$ cat config.mk
export PLATFORM = sky130hd
export DESIGN_NAME = pipe_stage_reg_flat
export DESIGN_NICKNAME = d
export VERILOG_FILES = /design/src/rtl/pipe_pkg.sv /design/src/rtl/pipe_stage_reg_if.sv /design/src/rtl/pipe_slot.sv /design/src/rtl/pipe_stage_reg.sv /design/src/flat_wrapper.sv
export SDC_FILE = /design/constraint.sdc
export NUM_CORES = 1
export LEC_CHECK = 0
export ABC_AREA = 1
export BUFFER_PORTS_ARGS = -buffer_cell sky130_fd_sc_hd__buf_2
export CORE_UTILIZATION = 50
export DETAILED_ROUTE_END_ITERATION = 8
export GPL_TIMING_DRIVEN = 0
export PLACE_DENSITY_LB_ADDON = 0.3
export SLEW_MARGIN = 10
export SYNTH_ARGS = -nofsm -noshare
export SYNTH_HDL_FRONTEND = slang
export SYNTH_SLANG_ARGS = --single-unit
export TNS_END_PERCENT = 1
$ cat constraint.sdc
create_clock -name clk -period 2.9 [get_ports clk]
set_clock_uncertainty 0.2 [all_clocks]
set_input_delay 0.145 -clock clk [delete_from_list [all_inputs] [get_ports clk]]
set_output_delay 0.145 -clock clk [all_outputs]
set_load 0.05 [all_outputs]
$ cat src/rtl/pipe_pkg.sv
// pipe_pkg: constants shared by the pipeline boundary registers.
//   - WB control bit positions inside the MEM/WB control bundle.
//   - Control/data widths for each classic 5-stage boundary.
//   - Bubble (no-op) control value for each boundary.
//   - wb_ctrl(): builds a MEM/WB control bundle from named bits.
package pipe_pkg;

  // MEM/WB control bundle layout: {reg_write, mem_to_reg}
  localparam int WB_REG_WRITE  = 1;
  localparam int WB_MEM_TO_REG = 0;

  // Per-boundary widths
  localparam int IF_ID_CTRL_W  = 1;    // {pred_taken}
  localparam int IF_ID_DATA_W  = 64;   // pc + instruction
  localparam int ID_EX_CTRL_W  = 8;    // alu op, src sel, mem rd/wr, wb bits
  localparam int ID_EX_DATA_W  = 111;  // pc + rs1 + rs2 values, three reg indices
  localparam int EX_MEM_CTRL_W = 4;    // {mem_read, mem_write, reg_write, mem_to_reg}
  localparam int EX_MEM_DATA_W = 69;   // alu result + store data + rd
  localparam int MEM_WB_CTRL_W = 2;    // {reg_write, mem_to_reg}
  localparam int MEM_WB_DATA_W = 69;   // load data + alu result + rd

  // Bubble control values: all-zero means no register/memory side effects
  localparam logic [IF_ID_CTRL_W-1:0]  IF_ID_BUBBLE  = '0;
  localparam logic [ID_EX_CTRL_W-1:0]  ID_EX_BUBBLE  = '0;
  localparam logic [EX_MEM_CTRL_W-1:0] EX_MEM_BUBBLE = '0;
  localparam logic [MEM_WB_CTRL_W-1:0] MEM_WB_BUBBLE = '0;

  function automatic logic [MEM_WB_CTRL_W-1:0] wb_ctrl(input logic reg_write,
                                                       input logic mem_to_reg);
    logic [MEM_WB_CTRL_W-1:0] c;
    c                = '0;
    c[WB_REG_WRITE]  = reg_write;
    c[WB_MEM_TO_REG] = mem_to_reg;
    return c;
  endfunction

endpackage

$ cat src/rtl/pipe_stage_reg_if.sv
// pipe_stage_reg_if: all handshake/bus signals of one pipeline boundary.
//   Upstream side : in_valid, in_ready, in_ctrl, in_data, flush
//   Downstream side: out_valid, out_ready, out_ctrl, out_data
// Modports:
//   master - the surrounding pipeline (drives inputs, observes outputs)
//   slave  - the stage register itself
interface pipe_stage_reg_if
  import pipe_pkg::*;
#(
  parameter int CTRL_W = MEM_WB_CTRL_W,
  parameter int DATA_W = MEM_WB_DATA_W
);
  logic              in_valid;
  logic              in_ready;
  logic [CTRL_W-1:0] in_ctrl;
  logic [DATA_W-1:0] in_data;
  logic              flush;
  logic              out_valid;
  logic              out_ready;
  logic [CTRL_W-1:0] out_ctrl;
  logic [DATA_W-1:0] out_data;

  modport master (
    output in_valid, in_ctrl, in_data, flush, out_ready,
    input  in_ready, out_valid, out_ctrl, out_data
  );

  modport slave (
    input  in_valid, in_ctrl, in_data, flush, out_ready,
    output in_ready, out_valid, out_ctrl, out_data
  );
endinterface

$ cat src/rtl/pipe_slot.sv
// pipe_slot: one {valid, ctrl, data} holding register.
// Ports:
//   clk, rst_n      - clock, synchronous active-low reset (clears everything)
//   load_i          - capture ctrl_i/data_i and mark valid
//   clear_i         - drop the valid bit only; ctrl/data keep their value
//   ctrl_i, data_i  - value to capture
//   valid_o, ctrl_o, data_o - held contents
// clear_i wins over load_i; with neither asserted the slot holds bit-exactly.
module pipe_slot #(
  parameter int CTRL_W = 2,
  parameter int DATA_W = 69
) (
  input  logic              clk,
  input  logic              rst_n,
  input  logic              load_i,
  input  logic              clear_i,
  input  logic [CTRL_W-1:0] ctrl_i,
  input  logic [DATA_W-1:0] data_i,
  output logic              valid_o,
  output logic [CTRL_W-1:0] ctrl_o,
  output logic [DATA_W-1:0] data_o
);
  logic              valid_q;
  logic [CTRL_W-1:0] ctrl_q;
  logic [DATA_W-1:0] data_q;

  always_ff @(posedge clk) begin
    if (!rst_n) begin
      valid_q <= 1'b0;
      ctrl_q  <= '0;
      data_q  <= '0;
    end else if (clear_i) begin
      valid_q <= 1'b0;
    end else if (load_i) begin
      valid_q <= 1'b1;
      ctrl_q  <= ctrl_i;
      data_q  <= data_i;
    end
  end

  assign valid_o = valid_q;
  assign ctrl_o  = ctrl_q;
  assign data_o  = data_q;
endmodule

$ cat src/rtl/pipe_stage_reg.sv
// pipe_stage_reg: reusable pipeline boundary register (IF/ID .. MEM/WB).
// Ports:
//   clk, rst_n - clock, synchronous active-low reset
//   bus        - pipe_stage_reg_if.slave: in_valid/in_ready/in_ctrl/in_data,
//                flush, out_valid/out_ready/out_ctrl/out_data
//   stall_cnt, flush_cnt - only when PIPE_STAGE_PERF_EN is defined
// A main slot drives the outputs; a skid slot catches the one entry that
// arrives while downstream stalls, so in_ready can be a plain register
// (~skid valid) with no combinational path from out_ready.
// Optional macro PIPE_STAGE_PERF_EN adds stall/flush performance counters.
module pipe_stage_reg
  import pipe_pkg::*;
#(
  parameter int                CTRL_W      = MEM_WB_CTRL_W,
  parameter int                DATA_W      = MEM_WB_DATA_W,
  parameter logic [CTRL_W-1:0] CTRL_BUBBLE = '0
) (
  input  logic           clk,
  input  logic           rst_n,
  pipe_stage_reg_if.slave bus
`ifdef PIPE_STAGE_PERF_EN
  ,
  output logic [31:0]    stall_cnt,
  output logic [15:0]    flush_cnt
`endif
);
  logic              main_valid, skid_valid;
  logic [CTRL_W-1:0] main_ctrl, skid_ctrl, main_ctrl_d;
  logic [DATA_W-1:0] main_data, skid_data, main_data_d;
  logic              main_load, main_clear, skid_load, skid_clear;
  logic              up_xfer, dn_xfer;
  logic              in_ready_q, in_ready_d;

  assign up_xfer = bus.in_valid & in_ready_q;
  assign dn_xfer = main_valid & bus.out_ready;

  always_comb begin
    main_load   = 1'b0;
    main_clear  = 1'b0;
    skid_load   = 1'b0;
    skid_clear  = 1'b0;
    main_ctrl_d = bus.in_ctrl;
    main_data_d = bus.in_data;
    if (bus.flush) begin
      // Nothing loads on a flush; an entry leaving this cycle is already gone.
      main_clear = 1'b1;
      skid_clear = 1'b1;
    end else if (skid_valid) begin
      // FULL: in_ready is low, so only the drain towards main can happen.
      if (dn_xfer) begin
        main_load   = 1'b1;
        main_ctrl_d = skid_ctrl;
        main_data_d = skid_data;
        skid_clear  = 1'b1;
      end
    end else if (up_xfer) begin
      if (!main_valid || dn_xfer) main_load = 1'b1;
      else                        skid_load = 1'b1;
    end else if (dn_xfer) begin
      main_clear = 1'b1;
    end
  end

  // in_ready for next cycle is the inverse of the skid valid being written.
  assign in_ready_d = ~(skid_load | (skid_valid & ~skid_clear));

  always_ff @(posedge clk) begin
    if (!rst_n) in_ready_q <= 1'b1;
    else        in_ready_q <= in_ready_d;
  end

  pipe_slot #(.CTRL_W(CTRL_W), .DATA_W(DATA_W)) u_main (
    .clk     (clk),
    .rst_n   (rst_n),
    .load_i  (main_load),
    .clear_i (main_clear),
    .ctrl_i  (main_ctrl_d),
    .data_i  (main_data_d),
    .valid_o (main_valid),
    .ctrl_o  (main_ctrl),
    .data_o  (main_data)
  );

  pipe_slot #(.CTRL_W(CTRL_W), .DATA_W(DATA_W)) u_skid (
    .clk     (clk),
    .rst_n   (rst_n),
    .load_i  (skid_load),
    .clear_i (skid_clear),
    .ctrl_i  (bus.in_ctrl),
    .data_i  (bus.in_data),
    .valid_o (skid_valid),
    .ctrl_o  (skid_ctrl),
    .data_o  (skid_data)
  );

  assign bus.in_ready  = in_ready_q;
  assign bus.out_valid = main_valid;
  assign bus.out_ctrl  = main_valid ? main_ctrl : CTRL_BUBBLE;
  assign bus.out_data  = main_data;

`ifdef PIPE_STAGE_PERF_EN
  logic [31:0] stall_cnt_q;
  logic [15:0] flush_cnt_q;
  logic        flush_kill;

  // A flush only counts when it actually destroys something: a skid entry,
  // a main entry downstream did not take, or an entry accepted this cycle.
  assign flush_kill = bus.flush &
                      (skid_valid | (main_valid & ~bus.out_ready) | up_xfer);

  always_ff @(posedge clk) begin
    if (!rst_n) begin
      stall_cnt_q <= '0;
      flush_cnt_q <= '0;
    end else begin
      if (main_valid && !bus.out_ready) stall_cnt_q <= stall_cnt_q + 32'd1;
      if (flush_kill)                   flush_cnt_q <= flush_cnt_q + 16'd1;
    end
  end

  assign stall_cnt = stall_cnt_q;
  assign flush_cnt = flush_cnt_q;
`endif
endmodule
$ cat src/flat_wrapper.sv
// flat-port wrapper written by rule: the top's interface ports become plain ports
module pipe_stage_reg_flat import pipe_pkg::*;
#(
  parameter int                CTRL_W      = MEM_WB_CTRL_W,
  parameter int                DATA_W      = MEM_WB_DATA_W,
  parameter logic [CTRL_W-1:0] CTRL_BUBBLE = '0
)
  (clk, rst_n, bus_in_valid, bus_in_ctrl, bus_in_data, bus_flush, bus_out_ready, bus_in_ready, bus_out_valid, bus_out_ctrl, bus_out_data);
  pipe_stage_reg_if #(.CTRL_W(CTRL_W), .DATA_W(DATA_W)) bus_i ();
  input  logic clk;
  input  logic rst_n;
  input wire logic [$bits(bus_i.in_valid)-1:0] bus_in_valid;
  input wire logic [$bits(bus_i.in_ctrl)-1:0] bus_in_ctrl;
  input wire logic [$bits(bus_i.in_data)-1:0] bus_in_data;
  input wire logic [$bits(bus_i.flush)-1:0] bus_flush;
  input wire logic [$bits(bus_i.out_ready)-1:0] bus_out_ready;
  output wire logic [$bits(bus_i.in_ready)-1:0] bus_in_ready;
  output wire logic [$bits(bus_i.out_valid)-1:0] bus_out_valid;
  output wire logic [$bits(bus_i.out_ctrl)-1:0] bus_out_ctrl;
  output wire logic [$bits(bus_i.out_data)-1:0] bus_out_data;
  assign bus_i.in_valid = bus_in_valid;
  assign bus_i.in_ctrl = bus_in_ctrl;
  assign bus_i.in_data = bus_in_data;
  assign bus_i.flush = bus_flush;
  assign bus_i.out_ready = bus_out_ready;
  assign bus_in_ready = bus_i.in_ready;
  assign bus_out_valid = bus_i.out_valid;
  assign bus_out_ctrl = bus_i.out_ctrl;
  assign bus_out_data = bus_i.out_data;
  pipe_stage_reg #(.CTRL_W(CTRL_W), .DATA_W(DATA_W), .CTRL_BUBBLE(CTRL_BUBBLE)) u_core (.clk(clk), .rst_n(rst_n), .bus(bus_i));
endmodule
* Word level (Yosys, flattened, before mapping)
Index checks and enable logic that the tools add are counted.
W data, S select, Z words.
** Storage, ports and cells
- Flip-flop bits (word level) :: 145
- Input bits :: 76
- Word-level logic and storage cells :: 42
** Operators by class
- Muxes and demuxes :: 21
- Reductions and logical operators :: 6
- Bitwise logic cells :: 8
** Operators with widths (count)
- $mux W69 :: 3
- $mux W1 :: 14
- $mux W2 :: 4
- $not A1 Y1 :: 4
- $reduce_and A2 Y1 :: 2
- $reduce_or A2 Y1 :: 2
- $and A1 B1 Y1 :: 3
- $logic_not A1 Y1 :: 1
- $logic_or A1 B1 Y1 :: 1
- $or A1 B1 Y1 :: 1

* Longest topological paths before layout
Gate-level depths: netlist of run 1.
- Depth after elaboration :: 8
- Gate-level depth with buffers :: 8
- Gate-level depth less buffers :: 7

* Hierarchy
From an unflattened synthesis of run 1, not the netlist that was laid out.
** Second synthesis, totals
- Cell total of the unflattened synthesis :: 1184
- Area, all modules :: 7248.2 um^2
** Modules (own cells, without submodules)
- pipe_slot :: instances 2, area an instance 3065.4 um^2, cells each 462
- pipe_stage_reg :: instances 1, area an instance 1117.3 um^2, cells each 260

* Least setup slack after synthesis of run 1
Ideal clock, no wire load.
- Path kind :: flip-flop to flip-flop
- Start point :: register u_core.u_main.valid_q (netlist: u_core.u_main.valid_o)
- End point :: register u_core.u_main.ctrl_q[1] (netlist: u_core.u_main.ctrl_o[1])
- Stages on the path, launching flop included :: 7
- Library setup time :: 0.113 ns
- Setup slack :: 1.029 ns
- Arrival :: 1.558 ns
- Cells stage by stage :: dfxtp_1 > nand2_1 > nand3_1 > clkbuf_1 > nand3_1 > nand2_1 > nor2_1
** Between the ends
- Word-level cells in the longest chain between the ends :: 7
- Elaborated cells on any way between the ends :: 16
- Classes of those cells :: mux (11); bitwise (2); reduce/logical (3)
** RTL lines
- start: declaration :: RTL line pipe_slot.sv:23 : logic valid_q;
- start signal: assignment :: RTL line pipe_slot.sv:29 : valid_q <= 1'b0;
- start signal: assignment :: RTL line pipe_slot.sv:33 : valid_q <= 1'b0;
- start signal: assignment :: RTL line pipe_slot.sv:35 : valid_q <= 1'b1;
- $and A1 B1 Y1 / $logic_not A1 Y1 (equally long branches) :: RTL line pipe_stage_reg.sv:35, pipe_stage_reg.sv:57
- $logic_or A1 B1 Y1 / $mux W1 (equally long branches) :: RTL line pipe_stage_reg.sv:57, pipe_stage_reg.sv:50, pipe_stage_reg.sv:59
- $mux W1 (on tied branches) :: RTL line pipe_stage_reg.sv:57, pipe_stage_reg.sv:56
- $mux W1 (on tied branches) :: RTL line pipe_stage_reg.sv:56, pipe_stage_reg.sv:48
- $mux W1 (on tied branches) :: RTL line pipe_stage_reg.sv:48, pipe_stage_reg.sv:44
- $mux W1 / $not A1 Y1 (equally long branches)
- $reduce_and A2 Y1 (no line)
- end signal: assignment :: RTL line pipe_slot.sv:36 : ctrl_q <= ctrl_i;
- end: declaration :: RTL line pipe_slot.sv:24 : logic [CTRL_W-1:0] ctrl_q;
Several ways; a longest one is shown, not always the timed one.
A chain may end at the register's enable or synchronous reset.

* Worst setup path after layout of run 1
- Start point :: register u_core.u_main.valid_q (netlist: u_core.u_main.valid_o)
- End point :: register u_core.u_main.data_q[41] (netlist: u_core.u_main.data_o[41])
** Between the ends
- Word-level cells in the longest chain between the ends :: 7
- Elaborated cells on any way between the ends :: 16
- Classes of those cells :: mux (11); bitwise (2); reduce/logical (3)
** RTL lines
- $and A1 B1 Y1 / $logic_not A1 Y1 (equally long branches) :: RTL line pipe_stage_reg.sv:35, pipe_stage_reg.sv:57
- $logic_or A1 B1 Y1 / $mux W1 (equally long branches) :: RTL line pipe_stage_reg.sv:57, pipe_stage_reg.sv:50, pipe_stage_reg.sv:59
- $mux W1 (on tied branches) :: RTL line pipe_stage_reg.sv:57, pipe_stage_reg.sv:56
- $mux W1 (on tied branches) :: RTL line pipe_stage_reg.sv:56, pipe_stage_reg.sv:48
- $mux W1 (on tied branches) :: RTL line pipe_stage_reg.sv:48, pipe_stage_reg.sv:44
- $mux W1 / $not A1 Y1 (equally long branches)
- $reduce_and A2 Y1 (no line)
- end signal: assignment :: RTL line pipe_slot.sv:37 : data_q <= data_i;
- end: declaration :: RTL line pipe_slot.sv:25 : logic [DATA_W-1:0] data_q;
Several ways; a longest one is shown, not always the timed one.

==> results.md, run 1 <==
- Critical path launch point: u_core.u_main.valid_o
- CP startpoint kind: register
- Synth top area share: 0.441
- Synthesized net count: 1108
- Commonest cells post-synth: nor2_1 (288), nand2_1 (222), dfxtp_1 (145), nand3_1 (145), inv_1 (78)
- Synthesized cell area: 6580 um2
- Core box area: 12700 um2
- Clk sink count: 145
- Ys flop type: dfxtp_1
- Max stage delay on crit path: 610 ps
- Final-layout fill cell count: 1134
- Post-route minimum period: 2200 ps
- Clock Tree Root: clkbuf_16
- Post-Synth Adder-Cell Area: 0
- TNS Setup: 0 ps
- CP endpoint kind: register
- Worst EP required: 3020 ps
- Post-synthesis compound-gate area fraction: 0.0563
- Netlist cell types: 14
- Final count of negative-setup-slack endpoints: 0
- DR vias: 7095
- Post-synthesis xor/xnor area fraction: 0
- Number of global-route vias before repair: 6424
- Yosys top cell by area: dfxtp_1
- Slew @ Worst Pin: 740 ps
- Synth top area cells: dfxtp_1 (44%), nor2_1 (16%), nand2_1 (13%)
- Pre-CTS worst setup slack: 738 ps
- Post-synthesis sequential area ratio: 0.441
- Routed WL: 18700 um
- GRT Overall Usage: 0.286
- WL per Instance: 12.9 um
- Placed Instances: 1351
- Via-to-Cell Ratio: 4.89
- Synth Register Bits: 145
- Grt ovf: 0
- Slew Limit Fails: 0
- Fraction of layout cells with a size suffix above 1: 0.162
- Area delta synth->final: 33.1%
- Multiplexer share of the synthesized area: 0
- Pin count of the biggest net entering global routing: 17
- Post-DP HPWL: 12000 um
- Buffers and inverters on the worst path: 2
- Final nets: 1346
- Status: completed
- Pwr/cell area: 553 nW/um2
- Deepest clock path buffer count: 2
- # DRC: 0
- Async S/R FF share, synth: 0
- Register clock-pin slew on the reported worst setup and hold paths: 50 ps
- DRT iter0 DRCs: 447
- Static Leakage: 4.46 nW
- H-tree levels: 4
- Die area: 13600 um2
- # rows: 41
- Die Wd: 117 um
- CP Cell Sequence: nand4_2 -> clkbuf_1 -> buf_2 -> nand3_1 -> nand2_1 -> nor2_1
- CTS tree: done
- Max Cap Violations: 0
- Post-DP Area: 7530 um2
- Antenna Nets Post-Route: 0
- I/O Pins: 149
- WHS: 22.3 ps
- Worst setup margin: 698 ps
- Final core occ: 0.689
- Largest family of logic cells by synthesized area: simple AND/OR/NAND/NOR gates
- Post-synth EDFFs: 0
- Slew headroom: 0.507
- Non-filler cells, final: 1452
- Min-delay src: bus_in_valid
- Power Total: 4.84 mW
- Critical path type: register to register
- Syn Area/Cell: 6.37 um2
- # port buffers: 147
- Most common cell in the netlist: nor2_1
- CP Data Arrival Time: 2320 ps
- Synth Warn #: 0
- Initial antenna violation count: 1
- RSZ-0062 raised after global routing: no
- Syn Inst Count: 1032
- Initial Util: 0.517
- Reg2reg start: u_core.u_main.valid_o
- CP max FO: 10
- CTS Buf Count: 17
- CP top delay family: buffers and inverters
- Die H: 117 um
- Worst-Skew Late Latency: 420 ps
- Router iterations before antenna repair: 5
- RD Place Congestion: 0.840
- Crit-path slowest cell: clkbuf_1
- Final Cycle Share: 0.759
- Post-synthesis simple-gate area fraction: 0.405
- IR drop worst, VDD: 0.419 mV
- Finished Cell Area: 8760 um2
- First-pass GRT wire length: 30100 um
- F_max: 454 MHz
- Fin. Hold Viols: 0
- Hold Path Class: input port to register
-- state kept, by name, summed over array words and instances, names as in the netlist --
register and flops:
u_core.u_skid.valid_o 1, u_core.u_skid.data_o 69, u_core.u_skid.ctrl_o 2, u_core.u_main.data_o 69, u_core.bus.in_ready 1, u_core.u_main.ctrl_o 2
u_core.u_main.valid_o 1
-- final timing paths --
kind         cells past startpoint  slack (ps)                       end
max                              6         700  u_core.u_main.data_o[41]
max reg2reg                      6         700  u_core.u_main.data_o[41]
min reg2reg                      2         280  u_core.u_skid.data_o[22]
min                              7          20     u_core.u_main.valid_o
-- where the power goes --
group | total, mW | switching [mW] | internal [mW]
clock | 1.93 | 0.766 | 1.16
sequential | 2.11 | 0.0396 | 2.07
combinational | 0.797 | 0.535 | 0.262
-- cells in the final DEF, fill, tap and decap left out, types with 3 or more instances in the layout --
master and instances:
nand2_1 222, inv_1 78, o21ai_0 73, clkbuf_1 46, nor2_1 288, dlygate4sd3_1 72
buf_2 173, inv_2 3, clkbuf_8 4, buf_4 7, clkbuf_16 17, nand3_1 145
dfxtp_1 145
-- cell type report --
| type | instances | area [um2] | share of cell area |
|---|---|---|---|
| multi-input combinational | 732 | 3040 | 0.347 |
| sequential | 145 | 2900 | 0.331 |
| timing repair buffer | 219 | 1460 | 0.166 |
| clock buffer | 28 | 507 | 0.0578 |
| buffer | 74 | 337 | 0.0384 |
| inverter | 81 | 304 | 0.0347 |
| tap | 172 | 215 | 0.0246 |
| antenna | 1 | 2.50 | 0.000286 |
-- worst register-to-register path, delay by kind of cell (launching register included) --
| kind | cells | cell delay, ps |
|---|---|---|
| and+or+nand+nor | 4 | 540 |
| DFF | 1 | 400 |
| buffers and inverters | 2 | 950 |
-- timing repair --
| item | CTS | global route |
|---|---|---|
| setup buffers | 0 | 0 |
| gates resized for setup | 0 | 0 |
| hold buffers | 72 | 0 |
| endpoints found under the hold margin | 144 | 0 |
-- metal layers --
layer / part of all wire / GRT usage / vias up
li1: - / - / 3673
met1: 0.43 / 0.357 / 3150
met3: 0.054 / 0.0550 / 45
met4: 0.026 / 0.129 / 2
met5: 0.00064 / 0 / -
met2: 0.49 / 0.479 / 225
-- cells by family (layout without fill, tap and decap cells) --
family / count (synthesis) / after routing
compound gates: 74 / 74
buf+inv: 155 / 402
flops: 145 / 145
other cells: 0 / 1
simple gates: 658 / 658
No activity file was read; power rests on OpenSTA's default activity.
==> inputs of run 2 (changes only) <==
==> constraint.sdc (replaced) <==
create_clock -name clk -period 2.04 [get_ports clk]
set_clock_uncertainty 0.2 [all_clocks]
set_input_delay 0.102 -clock clk [delete_from_list [all_inputs] [get_ports clk]]
set_output_delay 0.102 -clock clk [all_outputs]
set_load 0.05 [all_outputs]
==> run 2 against run 1 <==
  * Hold slack lost 8.8 ps
  * Global-route usage is essentially flat
  * Sequential share of layout area shrank 0.061 points
  * Cell count is the same
  * Final area grew 0.19%
  * First-iteration DRC count grew 2.5%
==> results.md, run 2 (synthesized netlist as in run 1, its figures left out) <==
- Status: completed
- Max Cap Violations: 0
- Slew headroom: 0.540
- Initial Util: 0.517
- CP max FO: 10
- CTS Buf Count: 17
- DRT iter0 DRCs: 458
- Hold Path Class: input port to register
- WL per Instance: 12.9 um
- DR vias: 7094
- Fraction of layout cells with a size suffix above 1: 0.164
- Gr busiest metal: met2
- Met2 usage: 0.480
- Antenna Nets Post-Route: 0
- Slew Limit Fails: 0
- Power Total: 6.88 mW
- Pwr/cell area: 784 nW/um2
- Clk sink count: 145
- CP startpoint kind: register
- Multi-input logic area: 3040 um2
- Worst-Skew Late Latency: 420 ps
- CTS tree: done
- RSZ-0062 raised after global routing: yes
- # rows: 41
- First-pass GRT wire length: 30100 um
- Antenna cells: 0
- Static Leakage: 4.47 nW
- Core box area: 12700 um2
- Number of global-route vias before repair: 6435
- Leading cell type in the layout, fill and taps excluded: nor2_1
- Met3 Use GR: 0.0560
- Final count of negative-setup-slack endpoints: 0
- Critical path type: register to register
- Clock Tree Root: clkbuf_16
- Final-layout fill cell count: 1133
- Most frequent cells in the layout: nor2_1 (288), nand2_1 (221), buf_2 (174), dfxtp_1 (145), nand3_1 (144)
- FF+latch area: 2900 um2
- Final Cycle Share: 0.964
- # port buffers: 147
- Critical path launch point: u_core.u_main.valid_o
- Worst EP required: 2190 ps
- Initial antenna violation count: 1
- F_max: 508 MHz
- Area delta synth->final: 33.4%
- Grt ovf: 0
- GR met1 Demand/Resource: 0.358
- Post-DP HPWL: 12000 um
- # DRC: 0
- WHS: 13.6 ps
- Pin count of the biggest net entering global routing: 17
- H-tree levels: 4
- Die Wd: 117 um
- Pre-CTS worst setup slack: -122 ps
- Deepest clock path buffer count: 2
- Via-to-Cell Ratio: 4.89
- Register clock-pin slew on the reported worst setup and hold paths: 60 ps
- TNS Setup: 0 ps
- GRT Overall Usage: 0.286
- IR drop worst, VDD: 0.600 mV
- Placed Instances: 1351
- CP Data Arrival Time: 2120 ps
- Post-route minimum period: 1970 ps
- CP endpoint kind: register
- Die H: 117 um
- Reg2reg start: u_core.u_main.valid_o
- Final nets: 1347
- Router iterations before antenna repair: 5
- Fin. Hold Viols: 0
- Non-filler cells, final: 1452
- Routed WL: 18800 um
- Worst setup margin: 73.1 ps
- RD Place Congestion: 0.840
- I/O Pins: 149
- Slew @ Worst Pin: 690 ps
- Die area: 13600 um2
- Min-delay src: bus_flush
-- run 2: what timing repair did --
action,in CTS,in global routing
setup buffers,0,0
endpoints found under the setup margin,70,140
hold buffers,73,0
resized for setup,2,2
pin swaps,0,0
hold endpoints to repair,145,0
-- run 2: worst max-delay path, cell delays in order, from the launching register on --
cell	delay, ps
dfxtp_1	490
nand4_2	340
buf_2	350
buf_2	230
nand3_1	90
nand2_1	50
nor2_1	130
-- run 2: layout make-up --
class                           instances  share of cell area
Buffer                                 74              0.0385
Clock buffer                           28              0.0577
Inverter                               81              0.0346
Multi-Input combinational cell        732               0.347
Sequential cell                       145               0.331
Tap cell                              172              0.0245
Timing Repair Buffer                  220               0.167
-- run 2: metal layers --
metal	vias to the layer above	share of wire
li1	3673	-
met1	3139	0.44
met2	237	0.49
met3	43	0.052
met4	2	0.026
met5	-	0.00064
-- run 2: path summary, 6_finish.rpt --
check,cells after the start,slack (ps),end
worst max-delay path,6,70,u_core.u_main.data_o[52]
worst min-delay path,4,10,u_core.u_skid.valid_o
worst max register to register,6,70,u_core.u_main.data_o[52]
worst min register to register,2,280,u_core.u_skid.data_o[17]
-- run 2: per-stage QoR --
step / cell area [um2] / util
2_1_floorplan: 6580 / -
3_3_place_gp: 7530 / 0.592
3_5_place_dp: 7530 / 0.592
4_1_cts: 8770 / 0.690
5_1_grt: 8780 / 0.690
6_report: 8780 / 0.690
-- run 2: power breakdown --
group | leakage [nW] | total, mW | internal, mW | switching, mW
Combinational | 3.04 | 1.14 | 0.374 | 0.762
Clock | 0.247 | 2.74 | 1.66 | 1.09
Sequential | 1.18 | 3.00 | 2.95 | 0.0558
==> inputs of run 3 (changes only) <==
--- a/config.mk
+++ b/config.mk
@@ -14,5 +14,6 @@
 export SLEW_MARGIN = 10
 export SYNTH_ARGS = -nofsm -noshare
 export SYNTH_HDL_FRONTEND = slang
+export SYNTH_HIERARCHICAL = 1
 export SYNTH_SLANG_ARGS = --single-unit
 export TNS_END_PERCENT = 1
==> run 3 against run 2 <==
  * Hold slack about the same
  * Die area rose by 10%
  * Maximum frequency up 2.6%
  * Power is 7.2% higher
  * Cell count up 12%
  * Non-clock buffer count grew 15
  * Highest routed layer unchanged
  * Wire length is 6.8% higher
  * Global-route usage is 0.77 points lower
  * Sequential share of layout area decreased by 3.0 points
  * Synthesized cell count up 15%
  * First-iteration DRC count up 0.66%
  * Largest power group is now clock
  * Critical endpoint is now u_core/u_main/data_o[18]
==> results.md, run 3 <==
- Final Cycle Share: 0.940
- Post-route minimum period: 1920 ps
- Deepest clock path buffer count: 2
- CTS tree: done
- Synthesized net count: 1260
- CTS Buf Count: 17
- Reg2reg path depth: 11
- Syn Area/Cell: 6.12 um2
- Fin. Hold Viols: 0
- Static Leakage: 5.23 nW
- Post-DP Area: 8220 um2
- Worst setup margin: 123 ps
- # DRC: 0
- # port buffers: 148
- CP startpoint kind: register
- Clk pwr share: 0.451
- Yosys top cell by area: dfxtp_1
- Fraction of layout cells with a size suffix above 1: 0.184
- CP Cell Sequence: nand2_1 -> nor2_4 -> nand2_8 -> o21ai_0 -> buf_4 -> inv_2 -> nor2_4 -> buf_4 -> clkbuf_4 -> nor2_1 -> nor2_1
- Pre-CTS worst setup slack: -688 ps
- Combinational share of power: 0.149
- DR vias: 7747
- F_max: 522 MHz
- Final-layout fill cell count: 1255
- H-tree levels: 4
- Hold Path Class: input port to register
- Ys flop type: dfxtp_1
- Grt ovf: 0
- Post-synthesis sequential area ratio: 0.400
- Via-to-Cell Ratio: 4.77
- Clk sink count: 145
- Clock Tree Root: clkbuf_16
- Min-Delay Endpoint: u_core/u_main/valid_o
- GRT Overall Usage: 0.279
- R2R Setup Slk: 120 ps
- Switching share of power: 0.263
- RD Place Congestion: 0.830
- Status: completed
- Netlist cell types: 13
- First-pass GRT wire length: 33100 um
- Min-delay src: bus_in_valid
- NetSw: 1.94 mW
- Die H: 122 um
- Async S/R FF share, synth: 0
- Hold path depth: 5
- Synth Warn #: 6
- Post-DP HPWL: 12800 um
- Leading cell type in the layout, fill and taps excluded: nand2_1
- Number of global-route vias before repair: 7141
- Core box area: 14000 um2
- Finished Cell Area: 9670 um2
- Pint: 5.44 mW
- CP endpoint kind: register
- Max Cap Violations: 0
- Syn Inst Count: 1184
- Slew @ Worst Pin: 509 ps
- Initial antenna violation count: 2
- Reg2reg start: u_core/u_main/valid_o
- Router iterations before antenna repair: 5
- # rows: 43
- I/O Pins: 149
- Die area: 15000 um2
- CP max FO: 10
- Antenna Nets Post-Route: 0
- CP Data Arrival Time: 2070 ps
- Routed WL: 20000 um
- Post-synth EDFFs: 0
- Commonest cells post-synth: nand2_1 (291), nor2_1 (288), nand3_1 (216)
- Worst EP required: 2190 ps
- Pwr/cell area: 762 nW/um2
- Synth Register Bits: 145
- Synthesized cell area: 7250 um2
- Max stage delay on crit path: 380 ps
- Most frequent cells in the layout: nand2_1 (291), nor2_1 (288), nand3_1 (216), buf_2 (186), inv_1 (149)
- Crit-path slowest cell: dfxtp_4
- Synth top area cells: dfxtp_1 (40%), nand2_1 (15%), nand3_1 (15%)
- Final nets: 1506
- WHS: 13.6 ps
- Final count of negative-setup-slack endpoints: 0
- Seq pwr share: 0.400
- Synth top area share: 0.400
- WL per Instance: 12.3 um
- IR drop worst, VDD: 0.676 mV
- RSZ-0062 raised after global routing: yes
- Worst reg2reg endpoint: u_core/u_main/data_o[18]
- DRT iter0 DRCs: 461
- Initial Util: 0.518
- Area delta synth->final: 33.5%
- Most common cell in the netlist: nand2_1
- Die Wd: 122 um
- Slew Limit Fails: 0
- Worst-Skew Late Latency: 410 ps
- Critical path type: register to register
- Pin count of the biggest net entering global routing: 19
- Register clock-pin slew on the reported worst setup and hold paths: 60 ps
- Slew headroom: 0.661
-- run 3: cell count changes in the layout (fill, tap and decap cells not counted), sizes merged, moves of 2 or more --
cell      previous run  this run
clkinvlp             0         2
buf                183       223
nand3              145       216
inv                 81       154
nand2              222       292
o21ai               73         5
clkinv               0         3
clkbuf              66        33
bufinv               0         4
-- run 3: layer usage --
layer  part of all wire  global-route usage  vias up
li1                   -                   -     4062
met1               0.46               0.365     3423
met2               0.47               0.453      223
met4              0.020               0.104        2
met5            0.00050                   0        -
met3              0.053              0.0539       37
-- run 3: layout make-up --
| type | instances | area (um2) | area share |
|---|---|---|---|
| clock buffers | 21 | 470 | 0.0486 |
| clock inverters | 10 | 156 | 0.0162 |
| well taps | 180 | 225 | 0.0233 |
| repair buffers | 228 | 1530 | 0.158 |
| diodes | 1 | 2.50 | 0.000259 |
| plain buffers | 81 | 477 | 0.0493 |
| multi-input cells | 804 | 3330 | 0.345 |
| inverters | 153 | 574 | 0.0594 |
| flip-flops and latches | 145 | 2910 | 0.301 |
-- run 3: kinds of logic (layout without fill, tap and decap cells) --
group,after synthesis,in the layout,share of synthesized area
AO/OA/AOI/OAI,5,5,0.00345
buffers and inverters,235,493,0.142
flip-flops,145,145,0.400
other,0,1,0
AND/OR/NAND/NOR,799,799,0.455
-- run 3: how the worst max path moves through the flow --
stage | from | to | depth (start not counted)
after floorplan | u_core/u_main/valid_o | u_core/u_main/data_o[0] | 11
after global placement | u_core/u_main/valid_o | u_core/u_main/data_o[4] | 11
after detailed placement | u_core/u_main/valid_o | u_core/u_main/data_o[28] | 11
after CTS | u_core/u_main/valid_o | u_core/u_main/data_o[28] | 11
after global routing | u_core/u_main/valid_o | u_core/u_skid/data_o[62] | 10
final | u_core/u_main/valid_o | u_core/u_main/data_o[18] | 11
-- run 3: worst max-delay path, delay by kind of cell, from the launching register on --
family / cells / cell delay [ps]
buffers and inverters: 4 / 600
AND/OR/NAND/NOR: 6 / 590
flip-flops: 1 / 380
AO/OA/AOI/OAI: 1 / 70
-- run 3: power by group through the flow --
| stage | Combinational, mW | Sequential, mW | Clock [mW] |
|---|---|---|---|
| floorplan | 0.440 | 3.26 | 0 |
| global placement | 0.953 | 3.01 | 0 |
| detailed placement | 0.963 | 3.01 | 0 |
| CTS | 1.09 | 2.95 | 3.37 |
| global route | 1.21 | 2.96 | 3.50 |
| finish | 1.10 | 2.95 | 3.32 |
-- run 3: repair_timing --
action / CTS / global route
gates resized for setup: 6 / 13
pin swaps: 2 / 1
setup endpoints to repair: 72 / 141
hold endpoints to repair: 145 / 0
hold buffers: 74 / 0
buffers inserted: 5 / 1
-- run 3: metrics by stage --
stage	instances	TNS (ps)	utilization	power, mW
6_report	1623	0	0.692	7.37
5_1_grt	1623	-347	0.692	7.67
4_1_cts	1621	-109	0.689	7.41
3_5_place_dp	1512	-66090	0.587	3.97
3_3_place_gp	1512	-63280	0.587	3.96
2_1_floorplan	1184	0	-	3.70
